`src/rtl/rc4_ks_ctrl.sv`:
```
// RC4 key-schedule and keystream sequencer that owns a 256x8 single-port S-box RAM.
// Build option RC4_DROP_EN: discard the first DROP_N keystream bytes after every keying.
module rc4_ks_ctrl #(
    parameter int KEY_MAX = 32,
    parameter int DROP_N  = 256
) (
    input  logic       clk,
    input  logic       rst,
    input  logic       key_valid,
    input  logic [7:0] key_in,
    input  logic       ks_req,
    output logic       ks_valid,
    output logic [7:0] ks_byte,
    output logic       ready,
    output logic       key_err,
    output logic [7:0] sb_addr,
    output logic       sb_we,
    output logic [7:0] sb_wdata,
    input  logic [7:0] sb_rdata
);
    localparam int LW = $clog2(KEY_MAX + 1);
    localparam int KW = (KEY_MAX > 1) ? $clog2(KEY_MAX) : 1;
    localparam int CW = (DROP_N > 256) ? $clog2(DROP_N) : 8;

    localparam logic [2:0] ST_IDLE      = 3'd0;
    localparam logic [2:0] ST_KEY_LOAD  = 3'd1;
    localparam logic [2:0] ST_INIT      = 3'd2;
    localparam logic [2:0] ST_KSA       = 3'd3;
    localparam logic [2:0] ST_PRGA_IDLE = 3'd4;
    localparam logic [2:0] ST_PRGA      = 3'd5;
`ifdef RC4_DROP_EN
    localparam logic [2:0] ST_DROP      = 3'd6;
    localparam logic [2:0] ST_AFTER_KSA = (DROP_N > 0) ? ST_DROP : ST_PRGA_IDLE;
`else
    localparam logic [2:0] ST_AFTER_KSA = ST_PRGA_IDLE;
`endif

    logic [2:0]    state_q, state_d;
    logic [2:0]    phase_q, phase_d;
    logic [7:0]    i_q, i_d;
    logic [7:0]    j_q, j_d;
    logic [7:0]    si_q, si_d;
    logic [7:0]    sj_q, sj_d;
    logic [LW-1:0] len_q, len_d;
    logic [KW-1:0] kidx_q, kidx_d;
    logic [CW-1:0] cnt_q, cnt_d;
    logic          key_err_q, key_err_d;
    logic          ks_valid_q, ks_valid_d;
    logic [7:0]    ks_byte_q, ks_byte_d;
    logic          ready_q, ready_d;
    logic [7:0]    key_mem_q [KEY_MAX];

    logic          key_we_s;
    logic [KW-1:0] key_waddr_s;
    logic [7:0]    key_sel_s;
    logic [7:0]    j_sum_s;
    logic [7:0]    i_inc_s;
    logic          in_drop_s;
    logic          prga_run_s;
    logic [7:0]    sb_addr_s;
    logic          sb_we_s;
    logic [7:0]    sb_wdata_s;

`ifdef RC4_DROP_EN
    assign in_drop_s = (state_q == ST_DROP);
`else
    assign in_drop_s = 1'b0;
`endif
    assign prga_run_s = (state_q == ST_PRGA) || in_drop_s;
    assign key_sel_s  = key_mem_q[kidx_q];

    // Next-state, S-box port and key-capture decode.
    always_comb begin
        state_d     = state_q;
        phase_d     = phase_q;
        i_d         = i_q;
        j_d         = j_q;
        si_d        = si_q;
        sj_d        = sj_q;
        len_d       = len_q;
        kidx_d      = kidx_q;
        cnt_d       = cnt_q;
        key_err_d   = key_err_q;
        ks_valid_d  = 1'b0;
        ks_byte_d   = ks_byte_q;
        key_we_s    = 1'b0;
        key_waddr_s = {KW{1'b0}};
        j_sum_s     = 8'd0;
        i_inc_s     = 8'd0;
        sb_addr_s   = 8'd0;
        sb_we_s     = 1'b0;
        sb_wdata_s  = 8'd0;
        if (key_valid) begin
            // A key byte always wins and restarts the burst when not already loading.
            state_d  = ST_KEY_LOAD;
            key_we_s = 1'b1;
            if (state_q != ST_KEY_LOAD) begin
                key_waddr_s = {KW{1'b0}};
                len_d       = LW'(1);
                key_err_d   = 1'b0;
            end else if (len_q < LW'(KEY_MAX)) begin
                key_waddr_s = len_q[KW-1:0];
                len_d       = len_q + LW'(1);
            end else begin
                key_we_s  = 1'b0;
                key_err_d = 1'b1;
            end
        end else begin
            case (state_q)
                ST_IDLE: begin
                    state_d = ST_IDLE;
                end
                ST_KEY_LOAD: begin
                    state_d = ST_INIT;
                    cnt_d   = {CW{1'b0}};
                end
                ST_INIT: begin
                    sb_addr_s  = cnt_q[7:0];
                    sb_we_s    = 1'b1;
                    sb_wdata_s = cnt_q[7:0];
                    if (cnt_q[7:0] == 8'hFF) begin
                        state_d = ST_KSA;
                        phase_d = 3'd0;
                        i_d     = 8'd0;
                        j_d     = 8'd0;
                        kidx_d  = {KW{1'b0}};
                        cnt_d   = {CW{1'b0}};
                    end else begin
                        cnt_d = cnt_q + CW'(1);
                    end
                end
                ST_KSA: begin
                    case (phase_q)
                        3'd0: begin
                            sb_addr_s = i_q;
                            phase_d   = 3'd1;
                        end
                        3'd1: begin
                            j_sum_s   = j_q + sb_rdata + key_sel_s;
                            sb_addr_s = j_sum_s;
                            j_d       = j_sum_s;
                            si_d      = sb_rdata;
                            phase_d   = 3'd2;
                        end
                        3'd2: begin
                            sb_addr_s  = i_q;
                            sb_we_s    = 1'b1;
                            sb_wdata_s = sb_rdata;
                            phase_d    = 3'd3;
                        end
                        3'd3: begin
                            sb_addr_s  = j_q;
                            sb_we_s    = 1'b1;
                            sb_wdata_s = si_q;
                            i_d        = i_q + 8'd1;
                            phase_d    = 3'd0;
                            // Key index wraps at the captured length instead of a modulo.
                            if ((LW'(kidx_q) + LW'(1)) == len_q) begin
                                kidx_d = {KW{1'b0}};
                            end else begin
                                kidx_d = kidx_q + KW'(1);
                            end
                            if (i_q == 8'hFF) begin
                                j_d     = 8'd0;
                                cnt_d   = {CW{1'b0}};
                                state_d = ST_AFTER_KSA;
                            end else begin
                                state_d = ST_KSA;
                            end
                        end
                        default: begin
                            phase_d = 3'd0;
                        end
                    endcase
                end
                ST_PRGA_IDLE: begin
                    if (ks_req) begin
                        state_d = ST_PRGA;
                        phase_d = 3'd0;
                    end else begin
                        state_d = ST_PRGA_IDLE;
                    end
                end
                default: begin
                    if (prga_run_s) begin
                        case (phase_q)
                            3'd0: begin
                                i_inc_s   = i_q + 8'd1;
                                sb_addr_s = i_inc_s;
                                i_d       = i_inc_s;
                                phase_d   = 3'd1;
                            end
                            3'd1: begin
                                j_sum_s   = j_q + sb_rdata;
                                sb_addr_s = j_sum_s;
                                j_d       = j_sum_s;
                                si_d      = sb_rdata;
                                phase_d   = 3'd2;
                            end
                            3'd2: begin
                                sb_addr_s  = i_q;
                                sb_we_s    = 1'b1;
                                sb_wdata_s = sb_rdata;
                                sj_d       = sb_rdata;
                                phase_d    = 3'd3;
                            end
                            3'd3: begin
                                sb_addr_s  = j_q;
                                sb_we_s    = 1'b1;
                                sb_wdata_s = si_q;
                                phase_d    = 3'd4;
                            end
                            3'd4: begin
                                sb_addr_s = si_q + sj_q;
                                phase_d   = 3'd5;
                            end
                            3'd5: begin
                                phase_d = 3'd0;
                                if (in_drop_s) begin
                                    if (cnt_q == CW'(DROP_N - 1)) begin
                                        state_d = ST_PRGA_IDLE;
                                        cnt_d   = {CW{1'b0}};
                                    end else begin
                                        cnt_d = cnt_q + CW'(1);
                                    end
                                end else begin
                                    ks_valid_d = 1'b1;
                                    ks_byte_d  = sb_rdata;
                                    state_d    = ST_PRGA_IDLE;
                                end
                            end
                            default: begin
                                phase_d = 3'd0;
                            end
                        endcase
                    end else begin
                        state_d = ST_IDLE;
                    end
                end
            endcase
        end
        ready_d = (state_d == ST_PRGA_IDLE);
    end

    // Control and output registers with synchronous active-low reset.
    always_ff @(posedge clk) begin
        if (!rst) begin
            state_q    <= ST_IDLE;
            phase_q    <= 3'd0;
            i_q        <= 8'd0;
            j_q        <= 8'd0;
            si_q       <= 8'd0;
            sj_q       <= 8'd0;
            len_q      <= {LW{1'b0}};
            kidx_q     <= {KW{1'b0}};
            cnt_q      <= {CW{1'b0}};
            key_err_q  <= 1'b0;
            ks_valid_q <= 1'b0;
            ks_byte_q  <= 8'd0;
            ready_q    <= 1'b0;
        end else begin
            state_q    <= state_d;
            phase_q    <= phase_d;
            i_q        <= i_d;
            j_q        <= j_d;
            si_q       <= si_d;
            sj_q       <= sj_d;
            len_q      <= len_d;
            kidx_q     <= kidx_d;
            cnt_q      <= cnt_d;
            key_err_q  <= key_err_d;
            ks_valid_q <= ks_valid_d;
            ks_byte_q  <= ks_byte_d;
            ready_q    <= ready_d;
        end
    end

    // Key byte storage; contents are only meaningful below len_q.
    always_ff @(posedge clk) begin
        if (key_we_s) begin
            key_mem_q[key_waddr_s] <= key_in;
        end
    end

    // The S-box port is combinational so a read address can follow data from the previous read.
    assign sb_addr  = rst ? sb_addr_s  : 8'd0;
    assign sb_we    = rst ? sb_we_s    : 1'b0;
    assign sb_wdata = rst ? sb_wdata_s : 8'd0;
    assign ks_valid = ks_valid_q;
    assign ks_byte  = ks_byte_q;
    assign ready    = ready_q;
    assign key_err  = key_err_q;
endmodule

```
`config.mk`:
```
export PLATFORM = sky130hd
export DESIGN_NAME = rc4_ks_ctrl
export DESIGN_NICKNAME = d
export VERILOG_FILES = /design/src/rtl/rc4_ks_ctrl.sv
export SDC_FILE = /design/constraint.sdc
export NUM_CORES = 1
export LEC_CHECK = 0
export CAP_MARGIN = 20
export CELL_PAD_IN_SITES_DETAIL_PLACEMENT = 1
export CELL_PAD_IN_SITES_GLOBAL_PLACEMENT = 1
export CORE_UTILIZATION = 54
export DETAILED_ROUTE_END_ITERATION = 16
export DONT_BUFFER_PORTS = 1
export PLACE_DENSITY_LB_ADDON = 0.1
export RECOVER_POWER = 25
export REMOVE_ABC_BUFFERS = 1
export SETUP_SLACK_MARGIN = 0.05
export SLEW_MARGIN = 20
export SYNTH_ARGS = -nofsm -noshare
export SYNTH_HDL_FRONTEND = slang
export SYNTH_SLANG_ARGS = --single-unit
export TNS_END_PERCENT = 20
```
`constraint.sdc`:
```
create_clock -name clk -period 5.3 [get_ports clk]
set_input_delay 0.265 -clock clk [delete_from_list [all_inputs] [get_ports clk]]
set_output_delay 0.265 -clock clk [all_outputs]
set_load 0.02 [all_outputs]
```
---- Word-level counts from Yosys, hierarchy flattened ----
Memories as Yosys holds them, arrays and structs flattened. A register that Yosys moved wholly into a read port is not among the register bits.
Cells that the tools add are included.
W data, S select, Z words.
word-level totals
  bits in registers ....................... 68
  memory bits (writable) .................. 256
  input bits .............................. 20
  memories ................................ 1
cells by class
  $add $sub $neg .......................... 8
  magnitude comparators ................... 1
  eq/ne operators ......................... 22
  muxes and demuxes ....................... 65
  bitwise logic cells ..................... 7
  reductions and logical operators ........ 27
memories
  memory     words  bits a word  read ports  clocked after memory_dff  write ports  RTL line  RTL
  key_mem_q  32     8            1           1                         1            51        logic [7:0] key_mem_q [KEY_MAX];
operators with widths
  cell                   count
  $pmux W8 S3            6
  $mux W8                17
  $pmux W8 S2            3
  $mux W5                8
  $pmux W8 S5            1
  $pmux W3 S5            2
  $mux W3                9
  $add A8 B8 Y8          3
  $add A8 B1 Y8 const B  2
  $eq A8 B8 Y1 const B   2
  $reduce_and A4 Y1      4
  $eq A3 B3 Y1 const B   5
  $mux W1                13
  $eq A3 B2 Y1 const B   4
  $mux W6                2
  $pmux W3 S4            1
  $reduce_bool A3 Y1     4
  $pmux W5 S2            1
  $ne A2 B2 Y1 const B   4
  $reduce_or A8 Y1       1
  $not A1 Y1             7
  $reduce_and A7 Y1      1
  $add A5 B1 Y6 const B  1
  $add A6 B1 Y6 const B  1
  20 further kinds       28

---- Depth between registers and ports, before layout ----
Gate-level depths: netlist of run 1.
  depth in word-level cells ............... 7
  depth in mapped cells ................... 17
  mapped depth without buffers ............ 16

---- Worst setup path before layout of run 1 ----
Ideal clock, no wire load.
  path type ............................... flip-flop to output port
  from .................................... reg with a tool-made name
  to ...................................... out sb_addr[7]
  arrival time ............................ 4.216 ns
  slack ................................... 0.819 ns
  cell stages (with the launch flop) ...... 17
  cell sequence ........................... dfxtp_1 buf_2 clkbuf_1 buf_2 mux4_2 mux4_2 mux2i_1 inv_1 ha_1 a21o_1 a21oi_1 o21ai_0 o41ai_1 xnor2_2 xnor2_1 a31oi_1 nor3_1
RTL lines
  item           RTL line  RTL
  end, declared  16        output logic [7:0] sb_addr,

==> impl_table.tex, run 1 <==
\begin{tabular}{lr}
\hline
Metric & Value \\
\hline
\multicolumn{2}{l}{\textbf{Timing}} \\
\quad Fmax & 200 MHz \\
\quad Largest clock skew in the final design & 0.0194 ns \\
\quad PnR worst setup slack & 0.292 ns \\
\quad Number of setup violations in the final report & 0 \\
\quad Worst-case headroom to the max-slew limit & -9.58\% \\
\quad Measured slew at the worst slew-check pin & 1.64 ns \\
\quad Final Cycle Share & 94.5\% \\
\quad Number of hold-slack violations in the final timing report & 0 \\
\quad Post-layout min period & 5.01 ns \\
\quad Unrepaired setup endpoints after global routing & true \\
\quad Final Slew Violations & 165 \\
\quad Worst hold margin & 0.0566 ns \\
\multicolumn{2}{l}{\textbf{Critical path}} \\
\quad Crit-path max FO & 24 \\
\quad Kind of start point of the critical path & flip-flop \\
\quad Endpoint class of the critical path & primary output \\
\quad Data required time at the worst endpoint & 5.04 ns \\
\quad Worst Path Class, Setup & reg2out \\
\quad Endpoint of the worst register-to-register path & j\_q[7] \\
\quad FF-to-FF path depth & 14 \\
\quad Critical Path AT & 4.74 ns \\
\quad Reg-to-reg slack, setup & 1.41 ns \\
\multicolumn{2}{l}{\textbf{Finish}} \\
\quad Most common cell after layout, fill and taps aside & edfxtp\_1 \\
\quad Post-layout nets & 1,172 \\
\quad Synthesis-to-layout area growth & 12.0\% \\
\quad Count of antenna diodes in the layout & 0 \\
\quad Filler-free cell count of the finished design & 1,521 \\
\quad Final standard cell utilization of the core & 62.3\% \\
\quad Share of post-route cells with drive strength above 1 & 17.1\% \\
\quad Commonest cells after routing, fill and taps aside & edfxtp\_1, nor2\_1, mux4\_2, dfxtp\_1, nand2\_1 \\
\multicolumn{2}{l}{\textbf{Die}} \\
\quad Core ar. & 0.0273 mm2 \\
\quad DIE HEIGHT & 170 um \\
\quad Top Ports & 48 \\
\quad FP Rows & 60 \\
\quad Die span in x & 170 um \\
\quad Total Die Area & 0.0287 mm2 \\
\quad Initial Utilization & 55.6\% \\
\multicolumn{2}{l}{\textbf{Worst hold path}} \\
\quad Hold path depth & 2 \\
\quad Hold Startpoint & rst \\
\quad Hold Crit Endpoint & cnt\_q[0] \\
\quad Path class of the lowest-slack min-delay path & in2reg \\
\multicolumn{2}{l}{\textbf{Placed design}} \\
\quad Pre-CTS setup slack & 0.579 ns \\
\quad Number of placed cells counting well taps & 1,433 \\
\quad Final RePlAce weighted congestion & 0.901 \\
\quad Half-perimeter wire length after detailed placement & 27,100 um \\
\quad Count of buffers inserted at the top-level ports & 0 \\
\multicolumn{2}{l}{\textbf{Synthesis}} \\
\quad Number of flops mapped to enable cells by yosys & 256 \\
\quad Number of unique standard cell types used by synthesis & 67 \\
\quad \#FFs+latches synth & 329 \\
\quad Top cells by area in the synthesized netlist & edfxtp\_1, mux4\_2, dfxtp\_1, mux2i\_1, ha\_1 \\
\quad Netlist area before placement & 0.0152 mm2 \\
\quad Cell type contributing the most total cell area after synthesis & edfxtp\_1 \\
\quad Share of the synthesized area in the top cell type & 50.7\% \\
\quad Asr flop ratio synth & 0\% \\
\quad Mean post-synth cell area & 13.9 um2 \\
\quad Post-synthesis instance total & 1,089 \\
\quad Count of synthesis-stage warnings from yosys & 0 \\
\quad Sequential-to-total area share from yosys stat & 60.4\% \\
\quad Most instantiated flip-flop cell in the synthesis netlist & edfxtp\_1 \\
\multicolumn{2}{l}{\textbf{Clock network}} \\
\quad Clock Tree Root & clkbuf\_16 \\
\quad TritonCTS clock tree & yes \\
\quad Clk sink count & 329 \\
\quad Clock latency on the worst-skew pair & 0.54 ns \\
\quad Total CTS buffers & 37 \\
\quad \# H-tree levels & 2 \\
\quad Clock input transition at the sequential cells of the worst setup and hold paths & 0.06 ns \\
\quad Clock buffer depth & 3 \\
\multicolumn{2}{l}{\textbf{Power and ir drop}} \\
\quad Overall power after layout & 5410 uW \\
\quad Cell Pwr Density & 319 mW/mm2 \\
\quad Leakage power & 0.00570 uW \\
\quad Peak supply drop & 322 uV \\
\multicolumn{2}{l}{\textbf{Global route}} \\
\quad Via count of the first global-routing pass & 9,938 \\
\quad Sum of overflow across all layers after global routing & 0 \\
\quad Initial antenna violation count & 0 \\
\quad Global-route wire length before repair & 61,500 um \\
\quad Gr usage total & 29.3\% \\
\quad Maximum number of pins on one net before global-route repair & 55 \\
\multicolumn{2}{l}{\textbf{Run status}} \\
\quad Outcome & complete, but fails checks \\
\quad Failing checks & max-capacitance violations, max-slew violations \\
\multicolumn{2}{l}{\textbf{Route}} \\
\quad Overall via count from detail\_route & 9,500 \\
\quad Via density per instance & 6.25 \\
\quad Count of nets left with antenna violations after detail routing & 0 \\
\quad Residual DRC count & 0 \\
\quad Detailed-route wire length per cell & 26.5 um \\
\quad DRT Wirelength & 40,400 um \\
\quad DRT Pass-1 Iters & 6 \\
\quad Detailed Route Iter0 Violations & 777 \\
\multicolumn{2}{l}{\textbf{Run}} \\
\quad Max-cap violations & 5 \\
\hline
\end{tabular}
## cell type report
class,count,area [um2]
well taps,372,465
fillers,2567,10300
multi-input cells,675,5690
flip-flops and latches,329,9160
clock inverters,16,133
clock buffers,50,1010
inverters,25,93.8
repair buffers,54,433
## cell usage after synthesis (3+ instances only)
cell type	count
nor3_1	18
buf_1	8
o211ai_1	6
mux2_2	19
and2_1	15
clkbuf_1	37
o2111ai_1	4
inv_1	24
xor2_1	17
nand4_1	10
a211oi_1	3
nand2_1	60
o31ai_1	6
buf_2	13
or2_2	6
o41ai_1	3
o221ai_1	4
o211a_1	6
nand2b_1	13
fa_1	3
and3_1	8
a21boi_0	5
nor2b_1	39
a31oi_1	6
a21oi_1	35
dfxtp_1	73
nor2_1	85
o21ai_0	49
nand3_1	20
nand3b_1	6
a22oi_1	19
o22ai_1	5
o21a_1	3
ha_1	27
mux4_2	76
or3_1	9
xnor2_1	18
a21o_1	4
nor3b_1	3
mux2i_1	35
edfxtp_1	256
## sequential cells by signal, indices dropped and copies added, names as in the netlist, named ones only
register   cells
state_q        3
phase_q        3
i_q            8
si_q           8
sj_q           8
cnt_q          8
ks_valid       1
key_mem_q    256
j_q            8
ready          1
len_q          6
ks_byte        8
key_err        1
kidx_q         5
## per-layer routing
layer  GRT usage [%]  part of all wire [%]
met5               0                     0
met4            9.83                   3.2
met3            4.43                   5.7
met1            37.6                    41
met2            50.8                    50
## per-stage QoR
stage	cell area, um2	setup TNS (ns)
floorplan	14900	-7.43
global placement	15600	0
detailed placement	15600	0
CTS	17000	0
global route	17000	0
finish	17000	0
## worst max path at each step
stage	from	to	slack [ns]
2_1_floorplan	flip-flop	sb_addr[7]	-1.05
3_3_place_gp	flip-flop	sb_addr[7]	0.76
4_1_cts	flip-flop	sb_addr[6]	0.06
3_5_place_dp	flip-flop	sb_addr[7]	0.58
5_1_grt	flip-flop	sb_addr[6]	0.01
6_report	flip-flop	sb_addr[6]	0.29
## critical path: stages, from the launching register on
cell and delay, ns:
dfxtp_4 0.59, buf_4 0.25, mux4_2 0.35, mux4_2 0.48, mux2_2 0.30, ha_1 0.21, inv_1 0.12, fa_1 0.26
nor2b_1 0.06, o21ai_0 0.18, a21boi_0 0.18, o21ai_0 0.19, nand2b_1 0.12, mux2_2 0.26, a21oi_1 0.06, nor4_1 0.36
buf_4 0.21
## where the power goes
group | total (uW) | internal [uW] | switching [uW]
clock network | 2430 | 1390 | 1040
logic | 187 | 63.1 | 124
registers | 2800 | 2780 | 11.5
total | 5410 | 4240 | 1170
## logic make-up (layout without fill, tap and decap cells)
| logic type | Yosys count | count (layout) | synth area share [%] |
|---|---|---|---|
| flops | 329 | 329 | 60.4 |
| simple gates | 304 | 304 | 10.1 |
| compound gates | 175 | 175 | 7.49 |
| mux | 130 | 130 | 15.0 |
| buf+inv | 85 | 145 | 2.29 |
| xor+xnor | 36 | 36 | 2.13 |
| fa+ha+maj | 30 | 30 | 2.63 |
## what timing repair did
action | CTS | global route
endpoints found under the hold margin | 314 | 0
buffers inserted | 0 | 3
hold buffers | 19 | 0
resized for setup | 1 | 3
endpoints found under the setup margin | 1 | 4
Note: power is estimated with default switching activity, not from simulation.
==> run 2: changes to the inputs <==
--- a/config.mk
+++ b/config.mk
@@ -5,10 +5,11 @@
 export SDC_FILE = /design/constraint.sdc
 export NUM_CORES = 1
 export LEC_CHECK = 0
+export ABC_AREA = 1
 export CAP_MARGIN = 20
 export CELL_PAD_IN_SITES_DETAIL_PLACEMENT = 1
 export CELL_PAD_IN_SITES_GLOBAL_PLACEMENT = 1
-export CORE_UTILIZATION = 54
+export CORE_UTILIZATION = 51
 export DETAILED_ROUTE_END_ITERATION = 16
 export DONT_BUFFER_PORTS = 1
 export PLACE_DENSITY_LB_ADDON = 0.1
==> impl_table.tex, run 2 <==
\begin{tabular}{lr}
\hline
Metric & Value \\
\hline
\multicolumn{2}{l}{\textbf{Worst hold path}} \\
\quad Path class of the lowest-slack min-delay path & in2reg \\
\quad Hold Startpoint & key\_valid \\
\quad Hold Crit Endpoint & len\_q[1] \\
\quad Hold path depth & 3 (+1) \\
\multicolumn{2}{l}{\textbf{Synthesis}} \\
\quad Top cell types by occurrence after synthesis & edfxtp\_1, nor2\_1, nand2\_1 \\
\quad Most common cell in the netlist & edfxtp\_1 \\
\quad Sequential-to-total area share from yosys stat & 60.1\% (-0.24 points) \\
\quad Post-synthesis instance total & 1,494 (+37\%) \\
\quad Top cells by area in the synthesized netlist & edfxtp\_1, dfxtp\_1, nor2\_1, o21ai\_0, nand2\_1 \\
\quad Share of the synthesized area in the top cell type & 50.5\% (-0.20 points) \\
\quad Mean post-synth cell area & 10.2 um2 (-27\%) \\
\quad Number of unique standard cell types used by synthesis & 57 (-15\%) \\
\quad \#FFs+latches synth & 329 (unchanged) \\
\quad Cell type contributing the most total cell area after synthesis & edfxtp\_1 \\
\quad Count of synthesis-stage warnings from yosys & 0 (unchanged) \\
\quad Netlist area before placement & 0.0152 mm2 (+0.40\%) \\
\quad Number of flops mapped to enable cells by yosys & 256 (unchanged) \\
\quad Asr flop ratio synth & 0\% (unchanged) \\
\quad Most instantiated flip-flop cell in the synthesis netlist & edfxtp\_1 \\
\multicolumn{2}{l}{\textbf{Route}} \\
\quad Via density per instance & 6.25 (about the same) \\
\quad Residual DRC count & 0 (unchanged) \\
\quad DRT Wirelength & 47,400 um (+17\%) \\
\quad Count of nets left with antenna violations after detail routing & 0 (unchanged) \\
\quad Detailed Route Iter0 Violations & 1,381 (+78\%) \\
\quad Detailed-route wire length per cell & 24.8 um (-6.4\%) \\
\quad DRT Pass-1 Iters & 5 (-1) \\
\quad Overall via count from detail\_route & 11.9k (+26\%) \\
\multicolumn{2}{l}{\textbf{Critical path}} \\
\quad Endpoint of the worst register-to-register path & j\_q[6] \\
\quad Kind of start point of the critical path & flip-flop \\
\quad Worst Path Class, Setup & reg2out \\
\quad Crit path cell chain & inv\_2 -> buf\_4 -> o21ai\_0 -> o221ai\_1 -> nand3\_1 -> a32oi\_1 -> ha\_1 -> inv\_1 -> fa\_1 -> o21ai\_0 -> nand2\_1 -> nand2\_1 -> a21oi\_1 -> xnor2\_1 -> nand2\_1 -> nand3\_1 -> nand2\_1 -> nand2\_1 -> nand2\_1 -> nor2\_2 \\
\quad Critical Path AT & 4.75 ns (about the same) \\
\quad Cell mode on critical path & nand2\_1 \\
\quad Library cell contributing the largest single delay on the critical path & dfxtp\_4 \\
\quad Crit-path max FO & 47 (+96\%) \\
\quad Biggest cell delay along the critical path & 0.50 ns (-0.09 ns) \\
\quad Data required time at the worst endpoint & 5.04 ns (about the same) \\
\quad Reg-to-reg slack, setup & 1.49 ns (+0.08 ns) \\
\quad Endpoint class of the critical path & primary output \\
\quad FF-to-FF path depth & 16 (+2) \\
\multicolumn{2}{l}{\textbf{Finish}} \\
\quad Most common cell after layout, fill and taps aside & edfxtp\_1 \\
\quad Number of flip-flops in the largest register & 256 (unchanged) \\
\quad Commonest cells after routing, fill and taps aside & edfxtp\_1, nor2\_1, nand2\_1, o21ai\_0, inv\_1 \\
\quad Share of post-route cells with drive strength above 1 & 7.55\% (-9.6 points) \\
\quad Reg with most FFs & key\_mem\_q \\
\quad Synthesis-to-layout area growth & 10.4\% \\
\quad Post-layout nets & 1,545 (+32\%) \\
\quad Filler-free cell count of the finished design & 1,908 (+25\%) \\
\quad Number of filler cells placed in the layout & 3,163 (+23\%) \\
\multicolumn{2}{l}{\textbf{Clock network}} \\
\quad \# H-tree levels & 2 (unchanged) \\
\quad Total CTS buffers & 36 (-2.7\%) \\
\quad Clock input transition at the sequential cells of the worst setup and hold paths & 0.06 ns (about the same) \\
\quad Clock Tree Root & clkbuf\_16 \\
\quad Clock latency on the worst-skew pair & 0.54 ns (about the same) \\
\quad Clk sink count & 329 (unchanged) \\
\quad Clock buffer depth & 3 (unchanged) \\
\quad TritonCTS clock tree & yes \\
\multicolumn{2}{l}{\textbf{Power and ir drop}} \\
\quad Leakage power & 0.00594 uW (+4.2\%) \\
\quad Peak supply drop & 299 uV (-7.0\%) \\
\quad Cell Pwr Density & 322 mW/mm2 (+0.97\%) \\
\multicolumn{2}{l}{\textbf{Global route}} \\
\quad Initial antenna violation count & 2 (+2) \\
\quad Global-route wire length before repair & 72,700 um (+18\%) \\
\quad Sum of overflow across all layers after global routing & 0 (unchanged) \\
\quad Gr usage total & 31.5\% (+2.3 points) \\
\quad Maximum number of pins on one net before global-route repair & 129 (+130\%) \\
\quad Via count of the first global-routing pass & 12.2k (+23\%) \\
\multicolumn{2}{l}{\textbf{Placed design}} \\
\quad Pre-CTS setup slack & 0.844 ns (+0.265 ns) \\
\quad Final RePlAce weighted congestion & 0.904 (+0.23\%) \\
\quad Count of buffers inserted at the top-level ports & 0 (unchanged) \\
\quad Number of placed cells counting well taps & 1,823 (+27\%) \\
\quad Half-perimeter wire length after detailed placement & 29,900 um (+10\%) \\
\multicolumn{2}{l}{\textbf{Run}} \\
\quad Max-cap violations & 7 (+2) \\
\multicolumn{2}{l}{\textbf{Timing}} \\
\quad Number of hold-slack violations in the final timing report & 0 (unchanged) \\
\quad Post-layout min period & 5.01 ns (+0.00401 ns) \\
\quad Final Slew Violations & 231 (+40\%) \\
\quad Unrepaired setup endpoints after global routing & false \\
\quad Final Cycle Share & 94.6\% (about the same) \\
\quad Worst-case headroom to the max-slew limit & -33.9\% (-24 points) \\
\quad Fmax & 200 MHz (about the same) \\
\quad Number of setup violations in the final report & 0 (unchanged) \\
\quad Measured slew at the worst slew-check pin & 2.01 ns (+0.365 ns) \\
\quad PnR worst setup slack & 0.288 ns (-0.00401 ns) \\
\quad Largest clock skew in the final design & 0.0231 ns (+0.00369 ns) \\
\multicolumn{2}{l}{\textbf{Die}} \\
\quad Initial Utilization & 52.4\% (-3.2 points) \\
\quad Die span in x & 175 um (+3.1\%) \\
\quad DIE HEIGHT & 175 um (+3.1\%) \\
\quad FP Rows & 62 (+3.3\%) \\
\quad Total Die Area & 0.0305 mm2 (+6.2\%) \\
\quad Top Ports & 48 (unchanged) \\
\quad Core ar. & 0.0290 mm2 (+6.5\%) \\
\multicolumn{2}{l}{\textbf{Run status}} \\
\quad Outcome & complete, but fails checks \\
\quad Failing checks & max-capacitance violations, max-slew violations \\
\hline
\end{tabular}
run 2: changes by cell type after synthesis, moves of 19 or more:
cell,change
mux2i_1,-35
nand2_1,+114
a21oi_1,+34
nor2b_1,-39
nand3_1,+63
mux4_2,-76
o21ai_0,+119
mux2_2,-19
o22ai_1,+19
nor2_1,+158
o221ai_1,+35
inv_1,+70
run 2: cells by family after synthesis:
logic type / after synthesis / share of synthesized area (%)
XOR/XNOR: 25 / 1.44
buffers and inverters: 179 / 4.89
flip-flops: 329 / 60.1
AND/OR/NAND/NOR: 553 / 15.8
AO/OA/AOI/OAI: 378 / 15.1
adder cells (fa/ha/maj): 30 / 2.62
run 2: metrics by stage:
step	hold slack [ns]	TNS, ns	area, um2	util, %	total power [uW]
floorplan	0.364	-17.40	14900	-	2940
global placement	0.366	0	15500	53.5	2970
detailed placement	0.366	0	15500	53.5	2980
CTS	0.0221	0	16900	58.3	5420
global route	0.0539	0	16800	57.9	5530
finish	0.0306	0	16800	57.9	5400
run 2: critical path, delay by kind of cell (launching register included):
family	cells	cell delay [ns]
flip-flops	1	0.50
AND/OR/NAND/NOR	9	1.11
buffers and inverters	3	0.57
AO/OA/AOI/OAI	5	1.06
adder cells (fa/ha/maj)	2	0.68
XOR/XNOR	1	0.24
run 2: timing repair:
action	CTS	global route
setup buffers	0	0
hold buffers	18	0
hold endpoints to repair	299	0
setup endpoints to repair	0	1
resized for setup	0	3
run 2: area by class of cell:
type,count,area [um2],area share (%)
Clock buffer,51,978,5.83
Timing Repair Buffer,32,284,1.69
Multi-Input combinational cell,986,5320,31.7
Tap cell,384,480,2.86
Inverter,110,422,2.51
Clock inverter,15,146,0.872
Antenna cell,1,2.50,0.0149
Sequential cell,329,9160,54.5
run 2: how the worst max path moves through the flow:
stage	start	end	slack [ns]	depth (start not counted)
CTS	flip-flop	sb_addr[6]	0.23	19
floorplan	flip-flop	sb_addr[6]	-1.58	20
global placement	flip-flop	sb_addr[6]	0.91	19
global route	flip-flop	sb_addr[6]	0.04	20
detailed placement	flip-flop	sb_addr[6]	0.84	19
finish	flip-flop	sb_addr[6]	0.29	20
run 2: report_power, final:
part	internal [uW]	switching (uW)	total [uW]
logic	49.2	140	189
registers	2790	6.63	2790
clock network	1400	1020	2420
run 2: metal layers:
layer,GRT usage [%],wire [um],up-vias
met3,6.83,4210,89
met2,48.7,21800,495
met1,44.3,20300,5999
met5,0,10,-
li1,-,-,5344
met4,10.2,1130,2
